[config.mk]
export PLATFORM = sky130hd
export DESIGN_NAME = keypad_scan_ctrl_flat
export DESIGN_NICKNAME = d
export VERILOG_FILES = /design/src/rtl/keypad_scan_ctrl_if.sv /design/src/rtl/keypad_scan_ctrl.sv /design/src/flat_wrapper.sv
export SDC_FILE = /design/constraint.sdc
export NUM_CORES = 1
export LEC_CHECK = 0
export CORE_ASPECT_RATIO = 0.7
export CORE_MARGIN = 3
export CORE_UTILIZATION = 45
export CTS_CLUSTER_SIZE = 14
export DETAILED_ROUTE_END_ITERATION = 8
export SYNTH_ARGS = -nofsm -noshare
export SYNTH_HDL_FRONTEND = slang
export SYNTH_SLANG_ARGS = --single-unit
export TNS_END_PERCENT = 20
[constraint.sdc]
create_clock -name HCLK -period 5.3 [get_ports HCLK]
set_input_delay 1.06 -clock HCLK [delete_from_list [all_inputs] [get_ports HCLK]]
set_output_delay 1.06 -clock HCLK [all_outputs]
set_load 0.02 [all_outputs]
[src/rtl/keypad_scan_ctrl_if.sv]
// Key event handshake bundle for keypad_scan_ctrl.
//   evt_valid : producer -> consumer, head event present
//   evt_code  : producer -> consumer, {press, key[3:0]} of the head event
//   evt_ready : consumer -> producer, accepts the head event when high with evt_valid
interface keypad_scan_ctrl_if;
    logic       evt_valid;
    logic       evt_ready;
    logic [4:0] evt_code;

    modport master (output evt_valid, output evt_code, input evt_ready);
    modport slave  (input evt_valid, input evt_code, output evt_ready);
endinterface

[src/rtl/keypad_scan_ctrl.sv]
// 4x4 matrix keypad scanner with scan-level debounce and a 4-deep event FIFO.
//   HCLK, HRESETn : clock, asynchronous active-low reset
//   en            : scan enable (low forces IDLE)
//   col           : asynchronous column sense lines, active-high
//   row           : one-hot row drive, zero when not driving
//   evt           : event handshake (valid/ready/code), first-word fall-through
//   irq           : level interrupt, mirrors evt_valid
//   overflow      : sticky dropped-event flag, cleared by ovf_clr
module keypad_scan_ctrl #(
    parameter int unsigned ROW_DWELL = 1000,
    parameter int unsigned DEB_SCANS = 4
) (
    input  logic                      HCLK,
    input  logic                      HRESETn,
    input  logic                      en,
    input  logic [3:0]                col,
    output logic [3:0]                row,
    keypad_scan_ctrl_if.master        evt,
    output logic                      irq,
    output logic                      overflow,
    input  logic                      ovf_clr
);

    typedef enum logic [1:0] {IDLE, DRIVE, EVAL, EMIT} state_t;

    localparam logic [15:0] DWELL_LAST = 16'(ROW_DWELL - 1);
    localparam logic [3:0]  DEB_MAX    = 4'(DEB_SCANS);

    state_t      state_q;
    logic [3:0]  col_s1_q, col_s2_q;
    logic [1:0]  idx_q;
    logic [15:0] dwell_q;
    logic [3:0]  row_q;
    logic [15:0] snap_q, prev_q, deb_q;
    logic [3:0]  stable_q;

    logic [4:0]  mem_q [4];
    logic [1:0]  wr_ptr_q, rd_ptr_q;
    logic [2:0]  cnt_q;
    logic        ovf_q;

    logic [3:0]  stable_d;
    logic [15:0] diff;
    logic [3:0]  emit_idx;
    logic        emit_found;
    logic        emit_last;
    logic        push;
    logic [4:0]  push_code;
    logic        valid;
    logic        pop, full, do_push, drop;

    always_comb begin
        stable_d = 4'd1;
        if (snap_q == prev_q)
            stable_d = (stable_q >= DEB_MAX) ? DEB_MAX : stable_q + 4'd1;
    end

    // Lowest changed key is emitted first; emit_last marks the final one.
    always_comb begin
        diff       = snap_q ^ deb_q;
        emit_idx   = '0;
        emit_found = 1'b0;
        for (int unsigned i = 0; i < 16; i++) begin
            if (diff[i] && !emit_found) begin
                emit_idx   = 4'(i);
                emit_found = 1'b1;
            end
        end
        emit_last = ((diff & (diff - 16'd1)) == '0);
        push      = (state_q == EMIT) && en;
        push_code = {snap_q[emit_idx], emit_idx};
    end

    always_ff @(posedge HCLK or negedge HRESETn) begin
        if (!HRESETn) begin
            col_s1_q <= '0;
            col_s2_q <= '0;
        end else begin
            col_s1_q <= col;
            col_s2_q <= col_s1_q;
        end
    end

    always_ff @(posedge HCLK or negedge HRESETn) begin
        if (!HRESETn) begin
            state_q  <= IDLE;
            idx_q    <= '0;
            dwell_q  <= '0;
            row_q    <= '0;
            snap_q   <= '0;
            prev_q   <= '0;
            deb_q    <= '0;
            stable_q <= '0;
        end else if (!en) begin
            // debounced and prev_scan survive so a resumed scan compares against history
            state_q  <= IDLE;
            idx_q    <= '0;
            dwell_q  <= '0;
            row_q    <= '0;
            snap_q   <= '0;
            stable_q <= '0;
        end else begin
            case (state_q)
                IDLE: begin
                    state_q <= DRIVE;
                    idx_q   <= '0;
                    dwell_q <= '0;
                    row_q   <= 4'b0001;
                end
                DRIVE: begin
                    if (dwell_q == DWELL_LAST) begin
                        snap_q[{idx_q, 2'b00} +: 4] <= col_s2_q;
                        dwell_q <= '0;
                        if (idx_q == 2'd3) begin
                            state_q <= EVAL;
                            row_q   <= '0;
                        end else begin
                            idx_q <= idx_q + 2'd1;
                            row_q <= row_q << 1;
                        end
                    end else begin
                        dwell_q <= dwell_q + 16'd1;
                    end
                end
                EVAL: begin
                    stable_q <= stable_d;
                    prev_q   <= snap_q;
                    if (stable_d == DEB_MAX && snap_q != deb_q) begin
                        state_q <= EMIT;
                    end else begin
                        state_q <= DRIVE;
                        idx_q   <= '0;
                        dwell_q <= '0;
                        row_q   <= 4'b0001;
                    end
                end
                EMIT: begin
                    // debounced follows the emitted key even if the FIFO drops the event
                    deb_q[emit_idx] <= snap_q[emit_idx];
                    if (emit_last) begin
                        state_q <= DRIVE;
                        idx_q   <= '0;
                        dwell_q <= '0;
                        row_q   <= 4'b0001;
                    end
                end
                default: state_q <= IDLE;
            endcase
        end
    end

    assign valid   = (cnt_q != 3'd0);
    assign full    = (cnt_q == 3'd4);
    assign pop     = valid && evt.evt_ready;
    assign do_push = push && (!full || pop);
    assign drop    = push && full && !pop;

    always_ff @(posedge HCLK or negedge HRESETn) begin
        if (!HRESETn) begin
            for (int unsigned i = 0; i < 4; i++) mem_q[i] <= '0;
            wr_ptr_q <= '0;
            rd_ptr_q <= '0;
            cnt_q    <= '0;
            ovf_q    <= 1'b0;
        end else begin
            if (do_push) begin
                mem_q[wr_ptr_q] <= push_code;
                wr_ptr_q        <= wr_ptr_q + 2'd1;
            end
            if (pop) rd_ptr_q <= rd_ptr_q + 2'd1;
            cnt_q <= cnt_q + {2'b00, do_push} - {2'b00, pop};
            if (drop)         ovf_q <= 1'b1;
            else if (ovf_clr) ovf_q <= 1'b0;
        end
    end

    assign row           = row_q;
    assign evt.evt_valid = valid;
    assign evt.evt_code  = mem_q[rd_ptr_q];
    assign irq           = valid;
    assign overflow      = ovf_q;

endmodule

[src/flat_wrapper.sv]
// flat-port wrapper written by rule: the top's interface ports become plain ports
module keypad_scan_ctrl_flat 
#(
    parameter int unsigned ROW_DWELL = 1000,
    parameter int unsigned DEB_SCANS = 4
)
  (HCLK, HRESETn, en, col, row, irq, overflow, ovf_clr, evt_evt_valid, evt_evt_code, evt_evt_ready);
  keypad_scan_ctrl_if evt_i ();
  input  logic HCLK;
  input  logic HRESETn;
  input  logic en;
  input  logic [3:0] col;
  output logic [3:0] row;
  output logic irq;
  output logic overflow;
  input  logic ovf_clr;
  output wire logic [$bits(evt_i.evt_valid)-1:0] evt_evt_valid;
  output wire logic [$bits(evt_i.evt_code)-1:0] evt_evt_code;
  input wire logic [$bits(evt_i.evt_ready)-1:0] evt_evt_ready;
  assign evt_evt_valid = evt_i.evt_valid;
  assign evt_evt_code = evt_i.evt_code;
  assign evt_i.evt_ready = evt_evt_ready;
  keypad_scan_ctrl #(.ROW_DWELL(ROW_DWELL), .DEB_SCANS(DEB_SCANS)) u_core (.HCLK(HCLK), .HRESETn(HRESETn), .en(en), .col(col), .row(row), .evt(evt_i), .irq(irq), .overflow(overflow), .ovf_clr(ovf_clr));
endmodule
==> flow_summary_export.csv <==
group,metric,value,unit
layout,drive_above_1_share,11.6,%
synthesis,ys_top_cells_by_count,"dfrtp_1, nand2_1, o21ai_0, mux2_2, xor2_1",
critical_path,worstSetupStartpoint,"u_core.snap_q[7]",
global_routing,grt_pass1_vias,4215,
cts,cts.repair.resized,0,
power_and_ir_drop,seqPwrFrac,49.2,%
critical_path,r2r-start,"u_core.snap_q[7]",
cts,clk_pin_slew_worst_paths,0.08,ns
synthesis,synth_edf_count,0,
cts,clock-sinks,112,
sta,period_needed,3.83,ns
cts,cts_made_buffers,9,
routing,drtIter0Drc,480,
placed_design,numPortBuffers,20,
placed_design,place_hpwl,10.3,mm
sta,finalHoldViolCount,0,
min_path,min-delay-start,"u_core.col_s1_q[0]",
synthesis,ys_top_cells_by_area,"dfrtp_1, mux2_2, nand2_1",
sta,slew_violations,0,
min_path,worstHoldPathType,"reg -> reg",
sta,max-slew-margin-rel,27.3,%
synthesis,synth-main-ff-cell,"dfrtp_1",
die,fp.dieH,103,microns
synthesis,synthMostInstantiatedCell,"dfrtp_1",
critical_path,worstPathArrival,4.12,ns
routing,via_per_inst,5.86,
routing,final_antenna_net_count,0,
power_and_ir_drop,p_per_area,301,nW/um^2
critical_path,reg2reg_slack,1.47,ns
routing,vias,4504,
synthesis,yosys_warnings,0,
routing,wl_per_cell,18.5,microns
cts,htree_levels,3,
synthesis,yosysTopAreaCellShare,46.4,%
global_routing,grt_first_pass_wirelength,23.3,mm
die,ios,21,
power_and_ir_drop,power.internal,1.40,mW
critical_path,endpoint_kind,"register",
critical_path,critPathRequiredTime,5.59,ns
die,die_w,145,microns
global_routing,grt_start_max_net_pins,67,
power_and_ir_drop,p_clk_share,33.7,%
power_and_ir_drop,sw_frac_of_total,29.9,%
sta,worstMarginPinSlew,1.08,ns
cts,worst_skew_pair.late_latency,0.36,ns
power_and_ir_drop,p_leak,3.00,nW
placed_design,place_area,6350,sq um
power_and_ir_drop,vdd_drop_max,0.219,mV
cts,cts_tree,"built",
cts,postCtsSetupBuffers,0,
placed_design,gp_congestion,0.933,
synthesis,synth.avg_cell_area,10.2,sq um
die,floorplan.initialDensity,47.4,%
global_routing,antenna_found_initial,0,
sta,fmax,261,MHz
die,placementRows,34,
sta,layout_worst_path_cycle_share,72.3,%
synthesis,synth_cells,594,
power_and_ir_drop,share_comb_of_total_power,17.1,%
layout,syn_to_final_growth,9.83,%
global_routing,grt_use_total,20.4,%
cts,cts_root_buf,"clkbuf_16",
synthesis,syn-num-nets,619,
synthesis,seq_area_frac_synth,46.4,%
critical_path,path_max_fanout,12,
synthesis,synth_area,6040,sq um
cts,clockBufferDepth,2,
sta,finalClockSkew,0.00810,ns
synthesis,synth_cell_type_count,69,
routing,routed_wl,14.2,mm
sta,finalSetupTns,0,ns
die,die_area,14900,sq um
layout,fin_nets,626,
synthesis,ys_ff_latch,112,
routing,drt_pre_antenna_iters,5,
global_routing,grt-ovfl-total,0,
die,coreArea,12800,sq um
synthesis,synthArstFlopShare,100,%
sta,rsz0062_at_grt,"no",
routing,drc,0,
sta,setup_viol,0,
critical_path,critical_path_class,"reg -> reg",
power_and_ir_drop,switching_power,598,uW
layout,fin_area,6640,sq um
cts,cts_hold_buf,0,
critical_path,start_kind,"register",
synthesis,synth_area_leader_cell,"dfrtp_1",
layout,antenna_cells,0,
status,status,"completed",
job,cap_violations,0,
[through the flow]
step / hold slack [ns] / power, mW / setup slack, ns / cells / utilization [%]
detailed placement: 0.336 / 1.35 / 1.61 / 752 / 49.7
global route: 0.367 / 2.11 / 1.24 / 768 / 52.0
finish: 0.353 / 2.00 / 1.47 / 768 / 52.0
floorplan: 0.331 / 1.23 / 2.37 / 594 / -
global placement: 0.333 / 1.33 / 1.69 / 752 / 49.7
CTS: 0.355 / 2.02 / 1.57 / 768 / 52.0
[cell usage in the layout, fill, tap and decap left out, types with 5 or more instances in the layout]
| cell | n |
|---|---|
| xnor2_1 | 16 |
| clkbuf_16 | 9 |
| ha_1 | 15 |
| nor3_1 | 12 |
| inv_1 | 17 |
| dfrtp_1 | 112 |
| o31ai_1 | 12 |
| nand2b_1 | 7 |
| a21oi_1 | 10 |
| nor4_1 | 8 |
| and2_1 | 9 |
| mux2_2 | 30 |
| nand3_1 | 19 |
| mux4_2 | 5 |
| o21ai_0 | 57 |
| nand4_1 | 10 |
| clkdlybuf4s50_1 | 19 |
| xor2_1 | 28 |
| nand2_1 | 90 |
| nor2_1 | 25 |
[final timing paths]
check / endpoint / depth (start not counted)
max: u_core.deb_q[12] / 8
min: u_core.col_s2_q[0] / 0
max reg2reg: u_core.deb_q[12] / 8
min reg2reg: u_core.col_s2_q[0] / 0
max in group asynchronous: u_core.mem_q[3] / 2
min in group asynchronous: u_core.idx_q[0] / 1
[registers in the layout, indices dropped and copies added (netlist names)]
signal	cells
u_core.stable_q	4
u_core.cnt_q	3
u_core.col_s1_q	4
u_core.snap_q	16
u_core.wr_ptr_q	2
u_core.col_s2_q	4
u_core.state_q	2
u_core.dwell_q	16
u_core.overflow	1
u_core.deb_q	16
u_core.row	4
u_core.prev_q	16
u_core.mem_q	20
u_core.idx_q	2
u_core.rd_ptr_q	2
[kinds of logic (layout without fill, tap and decap cells)]
logic type / Yosys count / after routing / share of synthesized area [%]
simple gates: 209 / 209 / 17.1
compound gates: 126 / 126 / 14.3
flops: 112 / 112 / 46.4
xor+xnor: 48 / 48 / 7.64
buf+inv: 44 / 56 / 3.04
mux: 38 / 38 / 7.95
fa+ha+maj: 17 / 17 / 3.60
[metal layers]
| metal | vias to the layer above | track usage [%] | part of all wire [%] |
|---|---|---|---|
| li1 | 2130 | - | - |
| met5 | - | 0 | 0 |
| met4 | 0 | 5.73 | 1.8 |
| met1 | 2221 | 33.2 | 54 |
| met2 | 125 | 26.4 | 39 |
| met3 | 28 | 5.05 | 5.9 |
[power by group through the flow]
stage               clock (mW)  sequential (mW)  combinational, mW
global placement             0            0.998              0.331
finish                   0.672            0.983              0.342
detailed placement           0             1.00              0.346
global route             0.721            0.996              0.391
CTS                      0.688            0.983              0.348
floorplan                    0            0.969              0.262
[worst max-delay path, cell delays in order (launching register included)]
cell and delay, ns:
dfrtp_1 0.44, xnor2_1 0.49, and4_1 0.40, o2111ai_1 0.15, a2bb2oi_1 0.64, a21oi_1 0.27
o221a_2 0.33, o2bb2ai_1 0.73, mux2_2 0.30
[layout make-up]
type / count / area (sq um)
timing repair buffer: 23 / 220
multi-input combinational: 438 / 3060
fill: 1152 / 6120
clock buffer: 9 / 225
clock inverter: 7 / 66.3
sequential: 112 / 2800
tap: 162 / 203
inverter: 17 / 63.8
(Power assumes the default switching activity.)
==> RTL edit 1, RTL diff (same settings) <==
`ROW_DWELL` is set to 1000 in 2 places; all go to 512.
--- a/src/rtl/keypad_scan_ctrl.sv
+++ b/src/rtl/keypad_scan_ctrl.sv
@@ -9,3 +9,3 @@
 module keypad_scan_ctrl #(
-    parameter int unsigned ROW_DWELL = 1000,
+    parameter int unsigned ROW_DWELL = 512,
     parameter int unsigned DEB_SCANS = 4
--- a/src/flat_wrapper.sv
+++ b/src/flat_wrapper.sv
@@ -3,3 +3,3 @@
 #(
-    parameter int unsigned ROW_DWELL = 1000,
+    parameter int unsigned ROW_DWELL = 512,
     parameter int unsigned DEB_SCANS = 4
Formal check against the unedited RTL: no difference found for any inputs over 10 cycles, from zero or initial values and one cycle with HRESETn low; that may be too few to reach the edited logic, so the function may still have changed.
==> RTL edit 1 against the original RTL <==
- setup slack improved by 0.016 ns
- synthesized area rose by 0.60%
- wire length rose by 1.2%
- synthesized cell count rose by 0.51%
- fmax rose by 0.42%
- sequential power fell by 0.6%
- design area rose by 0.62%
- power rose by 1.9%
- sequential cell count did not move
- clock power rose by 5.4%
- clock skew barely moved
- critical path type unchanged
- critical endpoint is now u_core.mem_q[4]
- highest routed layer unchanged
==> RTL edit 1: results (changes against the original RTL) <==
synthesis:
  synth-xor-area-share_pct: 7.738  # +0.098 points
  synth_nets: 622  # +0.48%
  ys_types: 63  # -8.7%
  synth-compound-area-share_pct: 15.52  # +1.3 points
  async_reset_ff_share_pct: 100.0  # unchanged
  synthTopCellsByArea: "dfrtp_1 46%, mux2_2 4.1%, nand2_1 4.0%, xor2_1 3.9%, o21ai_0 3.5%"
  yosys_warnings: 0  # unchanged
  synthMuxAreaShare_pct: 7.244  # -0.71 points
  synthAdderAreaFrac_pct: 3.766  # +0.16 points
  synth_commonest_cells: "112 x dfrtp_1, 65 x nand2_1, 42 x o21ai_0, 34 x a21oi_1, 28 x nor2_1"
worst_setup_path:
  reg2regPathDepth: 9  # +1
  crit_path_max_fanout: 14  # +2
  arrival_ns: 3.99  # -0.13 ns
  reg2reg_from: "u_core.snap_q[1]"
  critical_path.max_stage_delay_ns: 0.71  # -0.02 ns
  crit_slowest_cell: "a32oi_2"
detailed_routing:
  viasPerCell: 5.832  # -0.56%
  drt_iter0_markers: 407  # -15%
  wl_per_cell_um: 18.37  # -0.84%
pwr:
  p_leak_nw: 3.064  # +2.3%
  irDropWorstVdd_v: 0.0001776  # -19%
sta:
  clock_skew_ns: 0.008598  # +0.0004949 ns
  tightestPinTransition_ns: 0.9321  # -0.1494 ns
global_route:
  track_usage_pct: 20.06  # -0.39 points
  grt_pass1_vias: 4252  # +0.88%
  grt_pass1_wl_um: 23600  # +1.3%
  grt_max_degree: 72  # +7.5%
hold_path:
  hp-start: "u_core.col_s1_q[2]"
cells_and_area:
  drive_gt1_share_pct: 11.59  # +0.038 points
  fill_cells: 1151  # -0.087%
  fin_area_sq_um: 6679  # +0.62%
run_status:
  status: "finished clean"
clock_tree:
  cts-root-buf: "clkbuf_16"
  insertion_delay_ns: 0.34  # -0.02 ns
place:
  gp_congestion: 0.9416  # +0.93%
  dp.final_hpwl_um: 10630  # +3.0%
  placed_cell_area_sq_um: 6367  # +0.34%
==> RTL edit 1: changes by cell type in the layout (fill, tap and decap cells not counted), sizes merged, moves of 8 or more <==
| cell | unedited run | this run |
|---|---|---|
| a31oi | 4 | 13 |
| mux2 | 30 | 22 |
| a21oi | 10 | 34 |
| nand2 | 90 | 66 |
| and3 | 3 | 14 |
==> RTL edit 1: where the power goes <==
group,switching (W),total [W],internal (W),leakage (nW)
clock,0.000330,0.000708,0.000377,0.150
combinational,0.000197,0.000351,0.000154,1.40
sequential,0.0000658,0.000977,0.000911,1.52
total,0.000593,0.00204,0.00144,3.06
==> RTL edit 1: per-stage QoR <==
step	setup WS [ns]	utilization, %	cells	total power (W)	hold slack (ns)
final	1.487	52.16	784	0.002035	0.3507
after CTS	1.537	52.16	784	0.002056	0.3543
after detailed placement	1.600	49.73	768	0.001344	0.3358
after global placement	1.664	49.73	768	0.001338	0.3349
after floorplan	2.585	-	597	0.001231	0.3312
after global routing	1.205	52.16	784	0.002138	0.3659
==> RTL edit 1: final timing paths <==
path / end / slack (ns)
worst max-delay path: u_core.mem_q[4] / 1.49
worst min-delay path: u_core.col_s2_q[2] / 0.35
worst max register to register: u_core.mem_q[4] / 1.49
worst min register to register: u_core.col_s2_q[2] / 0.35
max in group asynchronous: u_core.deb_q[3] / 3.38
min in group asynchronous: u_core.mem_q[16] / 0.85
==> RTL edit 1: layout make-up <==
cell class | instances | area [sq um] | share of cell area (%)
tap | 180 | 225.2 | 3.372
timing repair buffer | 23 | 220.2 | 3.297
sequential | 112 | 2803 | 41.96
multi-input combinational | 434 | 3048 | 45.63
inverter | 19 | 71.32 | 1.068
clock inverter | 7 | 86.33 | 1.293
clock buffer | 9 | 225.2 | 3.372
==> RTL edit 1: routing by layer <==
layer / vias to the layer above / part of all wire (%) / track usage, %
met5: - / 0 / 0
met4: 0 / 0.89 / 3.869
met3: 13 / 6.4 / 4.312
met2: 138 / 39 / 27.23
met1: 2275 / 54 / 32.65
li1: 2146 / - / -
==> RTL edit 1: kinds of logic after synthesis <==
logic type / after synthesis
flip-flops: 112
AO/OA/AOI/OAI: 148
XOR/XNOR: 46
buffers and inverters: 51
adder cells (fa/ha/maj): 18
multiplexers: 35
AND/OR/NAND/NOR: 187
==> RTL edit 2, RTL diff (same settings) <==
Without the edit above. Reset style: synchronous (`HRESETn`), changed in 3 clocked blocks. Comments in the files are not updated.
--- a/src/rtl/keypad_scan_ctrl.sv
+++ b/src/rtl/keypad_scan_ctrl.sv
@@ -73,3 +73,3 @@
 
-    always_ff @(posedge HCLK or negedge HRESETn) begin
+    always_ff @(posedge HCLK) begin
         if (!HRESETn) begin
@@ -83,3 +83,3 @@
 
-    always_ff @(posedge HCLK or negedge HRESETn) begin
+    always_ff @(posedge HCLK) begin
         if (!HRESETn) begin
@@ -157,3 +157,3 @@
 
-    always_ff @(posedge HCLK or negedge HRESETn) begin
+    always_ff @(posedge HCLK) begin
         if (!HRESETn) begin
Behaviour: differs if HRESETn is asserted again (counterexample within 4 cycles, from zero or initial values and one cycle with HRESETn low); with HRESETn held inactive, the same outputs for 10 cycles.
==> RTL edit 2 against the original RTL <==
- wire length up 7.0%
- via count rose by 7.1%
- synthesized area decreased by 0.62%
- non-clock buffer count is 1 higher
- largest cell class unchanged
- sequential power is 3.7% lower
- final cell count is 9.1% higher
- design area grew 3.1%
- count of clock-buffer cells in the layout rose by 9
- setup slack lost 0.074 ns
- worst hold slack better by 0.079 ns
- fmax fell by 1.9%
- power up 17%
- sequential cell count increased by 2
- sequential share of layout area fell by 6.0 points
==> RTL edit 2: results (changes against the original RTL) <==
run_status:
  status: "finished clean"
cells_and_area:
  fin_cells: 838  # +9.1%
  nets: 687  # +9.7%
  fill_cells: 1109  # -3.7%
  drive_gt1_share_pct: 9.615  # -1.9 points
hold_path:
  hp-start: "u_core.col_s1_q[0]"
  whs_path_depth: 1  # +1
  min_to: "u_core.col_s2_q[0]"
global_route:
  grt_pass1_vias: 4414  # +4.7%
  grt_max_degree: 32  # -52%
  track_usage_pct: 21.52  # +1.1 points
  grt_pass1_wl_um: 24380  # +4.7%
clock_tree:
  cts.htree.levels: 4  # +1
  clk_pin_slew_worst_paths_ns: 0.06  # -0.02 ns
  insertion_delay_ns: 0.41  # +0.05 ns
  numCtsBuffers: 17  # +8
worst_setup_path:
  cp_top_family: "compound AO/OA/AOI/OAI gates"
  endpoint: "u_core.dwell_q[3]"
  reg2reg_slack_ns: 1.40  # -0.07 ns
  crit_slowest_cell: "a21oi_2"
  reg2reg_from: "u_core.snap_q[3]"
  arrival_ns: 4.18  # +0.06 ns
  crit_path_max_fanout: 19  # +7
sta:
  clock_skew_ns: 0.009447  # +0.001344 ns
  slew_headroom_pct: 40.78  # +13 points
synthesis:
  ys_seq_area_share_pct: 41.33  # -5.0 points
  synthTopCellsByArea: "dfxtp_1 31%, edfxtp_1 10%, nand2_1 5.4%, xor2_1 3.6%, nor2_1 3.4%"
  netlist_instances: 657  # +11%
  synth-compound-area-share_pct: 15.15  # +0.88 points
  synth_commonest_cells: "94 x dfxtp_1, 87 x nand2_1, 55 x nor2_1, 37 x a21oi_1, 31 x nand3_1"
  synth_edf_count: 20  # +20
  synthAdderAreaFrac_pct: 3.604  # about the same
  async_reset_ff_share_pct: 0  # -100 points
  synth_nets: 681  # +10%
  synthMuxAreaShare_pct: 3.771  # -4.2 points
  ys_types: 74  # +7.2%
  ys.flop_type: "dfxtp_1"
  synth-xor-area-share_pct: 9.354  # +1.7 points
pwr:
  p_sw_w: 0.0005889  # -1.4%
  p_leak_nw: 2.550  # -15%
  irDropWorstVdd_v: 0.0003092  # +41%
detailed_routing:
  wl_per_cell_um: 18.17  # -1.9%
  viasPerCell: 5.759  # -1.8%
  drt_iter0_markers: 496  # +3.3%
place:
  placed_cell_area_sq_um: 6264  # -1.3%
  dpl.cell_count: 806  # +7.2%
  dp.final_hpwl_um: 11070  # +7.2%
  io_buffers: 20  # unchanged
  gp_congestion: 0.9127  # -2.2%
-- RTL edit 2: cell count changes in the layout (fill, tap and decap cells not counted), moves of 8 or more --
cell and change:
a21oi_1 +27, o21ai_0 -44, edfxtp_1 +20, mux2_2 -29
nor2_1 +30, a21boi_0 +12, nand4_1 +10, and2_1 +14
dfxtp_1 +94, clkbuf_16 +8, nand3_1 +12, dfrtp_1 -112
-- RTL edit 2: metrics by stage --
step	hold WS, ns	total power [W]	worst slack [ns]	utilization (%)
floorplan	0.4119	0.001133	2.355	-
global placement	0.4255	0.001207	1.428	49.24
detailed placement	0.4217	0.001217	1.453	49.24
CTS	0.4358	0.002353	1.482	53.83
global route	0.4484	0.002414	1.097	53.83
finish	0.4321	0.002331	1.397	53.83
-- RTL edit 2: power by group through the flow --
stage | registers (W) | clock network [W] | logic [W]
after floorplan | 0.000948 | 0 | 0.000186
after global placement | 0.000965 | 0 | 0.000243
after detailed placement | 0.000966 | 0 | 0.000252
after CTS | 0.000947 | 0.00115 | 0.000253
after global routing | 0.000952 | 0.00119 | 0.000275
final | 0.000947 | 0.00113 | 0.000249
-- RTL edit 2: layer usage --
metal  vias to the layer above  global-route usage (%)  routed length [um]
met3                        17                   4.543                 834
met4                         0                   5.716                 191
li1                       2339                       -                   -
met1                      2348                   35.63                8374
met5                         -                       0                   0
met2                       122                   27.31                5822
-- RTL edit 2: cell type report --
cell class / instances / area share [%]
Timing Repair Buffer: 24 / 3.363
Inverter: 16 / 0.8772
Sequential cell: 114 / 36.26
Multi-Input combinational cell: 490 / 48.03
Clock buffer: 18 / 6.268
Tap cell: 162 / 2.961
Clock inverter: 14 / 2.248
-- RTL edit 2: worst register-to-register path, delay by kind of cell (launching register included) --
kind            cells  cell delay (ns)
compound gates      4             2.17
simple gates        3             0.79
flops               1             0.62
xor+xnor            1             0.21
